`src/rtl/instruction_decode.sv`:
```
// -----------------------------------------------------------------------------
// instruction_decode
//   ID stage of a classic five-stage MIPS-style pipeline. It contains the
//   32 x 32 register file, the opcode decoder, the load-use hazard detector
//   and the ID/EX pipeline register.
//
//   Ports
//     clock          sole clock, all state updates on the rising edge
//     reset          synchronous, active-low; clears ID/EX and the register file
//     IF_ID[63:32]   PC+4 of the instruction in decode
//     IF_ID[31:0]    instruction word
//     flush          branch/jump taken in EX; squash the instruction in decode
//     wb_en/addr/data  register-file write port from writeback
//     stall          combinational; fetch must hold PC and IF_ID
//     id_ex_*        registered ID/EX fields (pc, read data, imm, rs/rt/rd)
//     id_ex_ctrl     [0] reg_write [1] mem_read [2] mem_write [3] mem_to_reg
//                    [4] alu_src [5] reg_dst [6] branch [7] jump
//     illegal        registered; opcode of the decoded instruction unsupported
//
//   Build option
//     REGFILE_BYPASS_EN  when defined, a same-cycle writeback to the register
//                        being read is forwarded to the read port; otherwise
//                        the read port returns the pre-write value.
// -----------------------------------------------------------------------------
module instruction_decode (
  input  logic        clock,
  input  logic        reset,
  input  logic [63:0] IF_ID,
  input  logic        flush,
  input  logic        wb_en,
  input  logic [4:0]  wb_addr,
  input  logic [31:0] wb_data,
  output logic        stall,
  output logic [31:0] id_ex_pc,
  output logic [31:0] id_ex_rs_data,
  output logic [31:0] id_ex_rt_data,
  output logic [31:0] id_ex_imm,
  output logic [4:0]  id_ex_rs,
  output logic [4:0]  id_ex_rt,
  output logic [4:0]  id_ex_rd,
  output logic [7:0]  id_ex_ctrl,
  output logic        illegal
);

  logic [31:0] regs_r [32];

  logic [31:0] instr_s;
  logic [31:0] pc_s;
  logic [5:0]  opcode_s;
  logic [4:0]  rs_s;
  logic [4:0]  rt_s;
  logic [4:0]  rd_s;
  logic [31:0] imm_s;
  logic [31:0] rs_data_s;
  logic [31:0] rt_data_s;
  logic [7:0]  ctrl_dec_s;
  logic        illegal_dec_s;
  logic        stall_s;
  logic [7:0]  ctrl_next_s;
  logic        illegal_next_s;

  // Split the fetch register into its fields and sign-extend the immediate.
  always_comb begin
    pc_s     = IF_ID[63:32];
    instr_s  = IF_ID[31:0];
    opcode_s = instr_s[31:26];
    rs_s     = instr_s[25:21];
    rt_s     = instr_s[20:16];
    rd_s     = instr_s[15:11];
    imm_s    = {{16{instr_s[15]}}, instr_s[15:0]};
  end

  // Register-file read ports; r0 is hard-wired to zero.
  always_comb begin
    rs_data_s = 32'd0;
    rt_data_s = 32'd0;
    if (rs_s == 5'd0) begin
      rs_data_s = 32'd0;
    end
`ifdef REGFILE_BYPASS_EN
    else if (wb_en && (wb_addr == rs_s)) begin
      rs_data_s = wb_data;
    end
`endif
    else begin
      rs_data_s = regs_r[rs_s];
    end

    if (rt_s == 5'd0) begin
      rt_data_s = 32'd0;
    end
`ifdef REGFILE_BYPASS_EN
    else if (wb_en && (wb_addr == rt_s)) begin
      rt_data_s = wb_data;
    end
`endif
    else begin
      rt_data_s = regs_r[rt_s];
    end
  end

  // Opcode decoder; anything outside the supported set is flagged illegal.
  always_comb begin
    ctrl_dec_s    = 8'h00;
    illegal_dec_s = 1'b0;
    case (opcode_s)
      6'h00:   ctrl_dec_s = 8'h21;  // R-type
      6'h23:   ctrl_dec_s = 8'h1B;  // lw
      6'h2B:   ctrl_dec_s = 8'h14;  // sw
      6'h04:   ctrl_dec_s = 8'h40;  // beq
      6'h08:   ctrl_dec_s = 8'h11;  // addi
      6'h02:   ctrl_dec_s = 8'h80;  // j
      default: begin
        ctrl_dec_s    = 8'h00;
        illegal_dec_s = 1'b1;
      end
    endcase
  end

  // Load-use hazard: the load in EX writes a register this instruction reads.
  // A flush squashes the instruction anyway, so it suppresses the stall.
  always_comb begin
    stall_s = 1'b0;
    if (!flush && id_ex_ctrl[1] && (id_ex_rt != 5'd0) &&
        ((id_ex_rt == rs_s) || (id_ex_rt == rt_s))) begin
      stall_s = 1'b1;
    end else begin
      stall_s = 1'b0;
    end
  end

  assign stall = stall_s;

  // Flush or stall turns the decoded instruction into a bubble.
  always_comb begin
    ctrl_next_s    = 8'h00;
    illegal_next_s = 1'b0;
    if (flush || stall_s) begin
      ctrl_next_s    = 8'h00;
      illegal_next_s = 1'b0;
    end else begin
      ctrl_next_s    = ctrl_dec_s;
      illegal_next_s = illegal_dec_s;
    end
  end

  // ID/EX pipeline register; data fields load even on a bubble.
  always_ff @(posedge clock) begin
    if (!reset) begin
      id_ex_pc      <= 32'd0;
      id_ex_rs_data <= 32'd0;
      id_ex_rt_data <= 32'd0;
      id_ex_imm     <= 32'd0;
      id_ex_rs      <= 5'd0;
      id_ex_rt      <= 5'd0;
      id_ex_rd      <= 5'd0;
      id_ex_ctrl    <= 8'h00;
      illegal       <= 1'b0;
    end else begin
      id_ex_pc      <= pc_s;
      id_ex_rs_data <= rs_data_s;
      id_ex_rt_data <= rt_data_s;
      id_ex_imm     <= imm_s;
      id_ex_rs      <= rs_s;
      id_ex_rt      <= rt_s;
      id_ex_rd      <= rd_s;
      id_ex_ctrl    <= ctrl_next_s;
      illegal       <= illegal_next_s;
    end
  end

  // Register-file write port; writes to r0 and writes during reset are dropped.
  always_ff @(posedge clock) begin
    if (!reset) begin
      for (int i = 0; i < 32; i++) begin
        regs_r[i] <= 32'd0;
      end
    end else begin
      if (wb_en && (wb_addr != 5'd0)) begin
        regs_r[wb_addr] <= wb_data;
      end
    end
  end

endmodule

```
`config.mk`:
```
export PLATFORM = sky130hd
export DESIGN_NAME = instruction_decode
export DESIGN_NICKNAME = d
export VERILOG_FILES = /design/src/rtl/instruction_decode.sv
export SDC_FILE = /design/constraint.sdc
export NUM_CORES = 2
export LEC_CHECK = 0
export CORE_ASPECT_RATIO = 0.7
export CORE_UTILIZATION = 55
export CTS_CLUSTER_SIZE = 20
export DETAILED_ROUTE_END_ITERATION = 8
export GPL_ROUTABILITY_DRIVEN = 0
export PLACE_DENSITY = 0.83
export SLEW_MARGIN = 10
export SYNTH_ARGS = -nofsm -noshare
export SYNTH_HDL_FRONTEND = slang
export SYNTH_SLANG_ARGS = --single-unit
```
`constraint.sdc`:
```
create_clock -name clock -period 4.57 [get_ports clock]
set_input_delay 1.371 -clock clock [delete_from_list [all_inputs] [get_ports clock]]
set_output_delay 1.371 -clock clock [all_outputs]
set_load 0.05 [all_outputs]
```
; Word-level counts from Yosys, hierarchy flattened
; Memories as Yosys holds them, arrays and structs flattened. A register that Yosys moved wholly into a read port is not among the register bits.
; Index checks and enable logic that the tools add are counted.
; Widths: inputs -> output; s select.
[totals]
input_bits = 105
output_inout_bits = 153
regBits = 72
ram_bits = 1024
mem_count = 1
[mem_list]
columns = memory, words, width, read_ports, rd_clocked_by_memory_dff, write_ports, line_no
row1 = regs_r, 32, 32, 2, 2, 32, 45  ; logic [31:0] regs_r [32];
[classes]
bitwise = 1
mux = 10
n_eq_ne = 7
reduce_logical = 17
[ops]
columns = cell, n
row1 = $pmux 8 s6, 1
row2 = $mux 32, 1
row3 = $reduce_or 32->1, 1
row4 = $eq 6x6->1 const B, 2
row5 = $eq 5x5->1, 2
row6 = $logic_not 5->1, 2
row7 = $reduce_bool 5->1, 2
row8 = $mux 1, 7
row9 = $eq 6x2->1 const B, 1
row10 = $eq 6x3->1 const B, 1
row11 = $eq 6x4->1 const B, 1
row12 = $logic_not 6->1, 1
row13 = $reduce_or 2->1, 3
row14 = $reduce_or 6->1, 1
row15 = $mux 5, 1
row16 = $logic_and 1x1->1, 4
row17 = $logic_or 1x1->1, 2
row18 = $logic_not 1->1, 1
row19 = $not 1->1, 1

; Logic depth before layout (Yosys ltp)
[logic_depth]
depth_word = 7
ltp_mapped = 9
mapped_depth_nobuf = 5

; Worst setup path before layout
; OpenSTA, ideal clock, no wires.
[synth_path]
path_kind = input port to flip-flop
start = in wb_addr[1]
end = mem regs_r[24][0] (enable)
required_time_ns = 4.104
arrival_time_ns = 4.312
path_slack_ns = -0.208
n_path_buf = 1
path_stages = 3
cell_sequence = or3_1 > clkbuf_1 > o21ai_0
[synth_lines]
columns = element, line_no
row1 = "start, declared", 31  ; input logic [4:0] wb_addr,
row2 = "end, declared", 45

; Worst setup path after layout
[layout_path]
start = in IF_ID[25]
end = out stall
[layout_via]
elab_chain_cells = 4
[layout_rtl]
columns = element, line_no
row1 = "start, declared", 28  ; input logic [63:0] IF_ID,
row2 = $eq 5x5->1, 125  ; ((id_ex_rt == rs_s) || (id_ex_rt == rt_s))) begin
row3 = $logic_or 1x1->1, 125
row4 = $logic_and 1x1->1, 124  ; if (!flush && id_ex_ctrl[1] && (id_ex_rt != 5'd0) &&
row5 = $mux 1, 124
row6 = "end, declared", 33  ; output logic stall,
; Every way passes these cells.

==> impl_metrics.yaml <==
run_status:
  outcome: "finished, final reports clean"
timing:
  fin_crit_ps: 4520
  clock.fmax_mhz: 221
  setup_violations: 0
  finalCritPeriodShare_pct: 98.9
  hold_violations: 0
  tightest_slew_ps: 1260
  hold_ws_ps: 795
  max_slew_margin_pct: 16.0
  worst_clock_skew_ps: 33.6
  finalMaxSlewViolations: 0
worst_setup_path:
  cp.arrival_ps: 3150
  endpoint_kind: "output pin"
  path_class: "in2out"
  cp_max_fo: 2
  crit_required_ps: 3200
  crit_path_start_kind: "input port"
floorplanning:
  die_w_um: 388
  start_util_pct: 55.9
  die_h_um: 272
  core-area_mm2: 0.103
  dieArea_mm2: 0.106
  pin_count: 258
  rows: 98
grt:
  antenna_found_initial: 7
  grt_start_max_net_pins: 133
  track_usage_pct: 32.4
  grt_pass1_wl_um: 249000
  grt_pass1_vias: 36800
  grt_overflow_total: 0
logic_synthesis:
  avgSynthCellArea_um2: 15.3
  synth.area.top_cells: "edfxtp_1 (54%), mux4_2 (18%), and2_1 (11%)"
  ys_async_sr_fraction_pct: 0
  ys_ff_latch: 1154
  synth_top_area_share_pct: 53.5
  yosysWarnings: 0
  netlist_area_mm2: 0.0575
  yosysUniqueCellTypes: 42
  yosysTopAreaCell: "edfxtp_1"
  synth_edf_count: 1024
  ys.flop_type: "edfxtp_1"
  synth_cells: 3746
  yosysSeqAreaShare_pct: 58.1
routing:
  wl_per_cell_um: 32.1
  avgViaCountPerCell: 6.90
  num_vias: 36700
  detail-route-antenna-nets: 0
  routed_wirelength_um: 171000
  first_pass_iters: 6
  drt_first_iter_violations: 5583
  drcViolationCount: 0
cts:
  clk_latency_ps: 730
  cts.sinks: 1154
  clockBufferDepth: 3
  cts_tree: "built"
  clkTransAtPathRegs_ps: 70
  numCtsBuffers: 109
  cts_root_buf: "clkbuf_16"
  cts-htree-levels: 3
  cts_setup_buffers: 0
place:
  detailed_place_hpwl_um: 102000
  portBuffers: 257
power:
  power_per_cell_area_mw_per_mm2: 384
  vdd_drop_max_uv: 396
  p_leak_nw: 23.0
finish:
  fin_util_pct: 64.2
  syn_to_final_growth_pct: 14.8
  nets: 3977
  final_layout_size_suffix_gt1_share_pct: 21.4
run:
  maxCapViolations: 0
min_path:
  min_path_type: "reg2reg"
layout make-up:
type	count	area, um^2
fill	6977	36800
sequential	1154	33400
multi-input combinational	2206	22800
timing repair buffer	399	4270
clock buffer	148	3080
tap	1350	1690
clock inverter	59	754
inverter	2	7.51
antenna	2	5.00
kinds of logic after synthesis:
family | synth area share (%)
buf+inv | 3.29
compound gates | 4.02
xor+xnor | 0.152
mux | 22.0
flops | 58.1
fa+ha+maj | 0.0174
simple gates | 12.4
other cells | 0.00653
path summary, 6_finish.rpt:
path	from	to	slack, ps	cells after the start
hold / removal	regs_r[6][27]	id_ex_rt_data[27]	800	4
setup / recovery	IF_ID[25]	stall	50	6
setup reg to reg	regs_r[13][8]	id_ex_rt_data[8]	2410	4
hold reg to reg	regs_r[6][27]	id_ex_rt_data[27]	800	4
flip-flops by register name, indices dropped and copies added (netlist names):
| register | count |
|---|---|
| regs_r | 1024 |
| id_ex_pc | 32 |
| id_ex_rs_data | 32 |
| id_ex_rt_data | 32 |
| id_ex_imm | 16 |
| id_ex_ctrl | 7 |
| id_ex_rs | 5 |
| id_ex_rt | 5 |
| illegal | 1 |
power breakdown:
| group | total (W) | switching [W] | internal [W] |
|---|---|---|---|
| Clock | 0.00979 | 0.00410 | 0.00569 |
| Sequential | 0.0124 | 0.000373 | 0.0121 |
| Combinational | 0.00310 | 0.00180 | 0.00130 |
synth_stat cells (2+ instances only):
cell,number
a22oi_1,2
dfxtp_1,130
or4_1,2
buf_4,40
and2_1,1051
o22ai_1,32
buf_1,14
buf_6,14
a2111oi_1,4
nor2b_1,3
o221ai_1,63
nor2_1,42
nand2b_1,3
nor4_1,2
inv_1,2
mux4_2,449
nor3_1,41
o22a_1,32
edfxtp_1,1024
xor2_1,10
clkbuf_1,290
nand2_1,11
o21ai_0,33
a211oi_1,31
nand3b_1,5
a2111oi_0,27
nand3_1,2
buf_2,56
a22o_1,63
or3_1,3
mux2i_1,254
metrics by stage:
| stage | worst slack (ps) | total power [W] | instance area [um^2] | setup TNS [ps] | cells |
|---|---|---|---|---|---|
| after floorplan | -208 | 0.0145 | 57600 | -63220 | 3777 |
| after global placement | 22.3 | 0.0156 | 62100 | 0 | 5111 |
| after detailed placement | 78.7 | 0.0157 | 62100 | 0 | 5111 |
| after CTS | 80.8 | 0.0253 | 65900 | 0 | 5318 |
| after global routing | -38.0 | 0.0259 | 65900 | -38.0 | 5320 |
| final | 49.6 | 0.0253 | 65900 | 0 | 5320 |
worst max-delay path: stages:
cell             delay (ps)
clkdlybuf4s50_1         640
xor2_1                  270
nor3_1                  230
a22oi_2                 180
nor2_1                  270
buf_12                  180
per-layer routing:
metal	wire length, um	global-route usage (%)	up-vias
met5	27	0	-
met4	6250	12.2	4
met3	28900	11.1	416
met2	74900	46.9	3317
met1	60800	45.5	18400
li1	-	-	14600
timing repair:
item,in CTS,in global routing
hold buffers,0,0
endpoints found under the setup margin,0,1
gates resized for setup,0,1
placed cells by master (no fill, tap or decap), drive strengths merged, types with 2 or more instances in the layout:
master / synthesis / routed
and2: 1051 / 1051
edfxtp: 1024 / 1024
mux4: 449 / 449
mux2i: 254 / 254
clkdlybuf4s50: 0 / 247
buf: 124 / 152
clkbuf: 291 / 148
dfxtp: 130 / 130
o221ai: 63 / 63
a22o: 63 / 63
nor2: 42 / 42
nor3: 41 / 41
clkinv: 0 / 36
o21ai: 34 / 34
o22a: 32 / 32
o22ai: 32 / 32
conb: 1 / 32
a2111oi: 32 / 32
a211oi: 31 / 31
bufinv: 0 / 17
nand2: 11 / 11
xor2: 10 / 10
nand3b: 5 / 5
inv: 2 / 5
or3: 3 / 3
clkinvlp: 0 / 3
nor2b: 3 / 3
nand2b: 3 / 3
diode: 0 / 2
nand3: 2 / 2
nor4: 2 / 2
a22oi: 2 / 2
or4: 2 / 2
No activity file was read; power rests on OpenSTA's default activity.
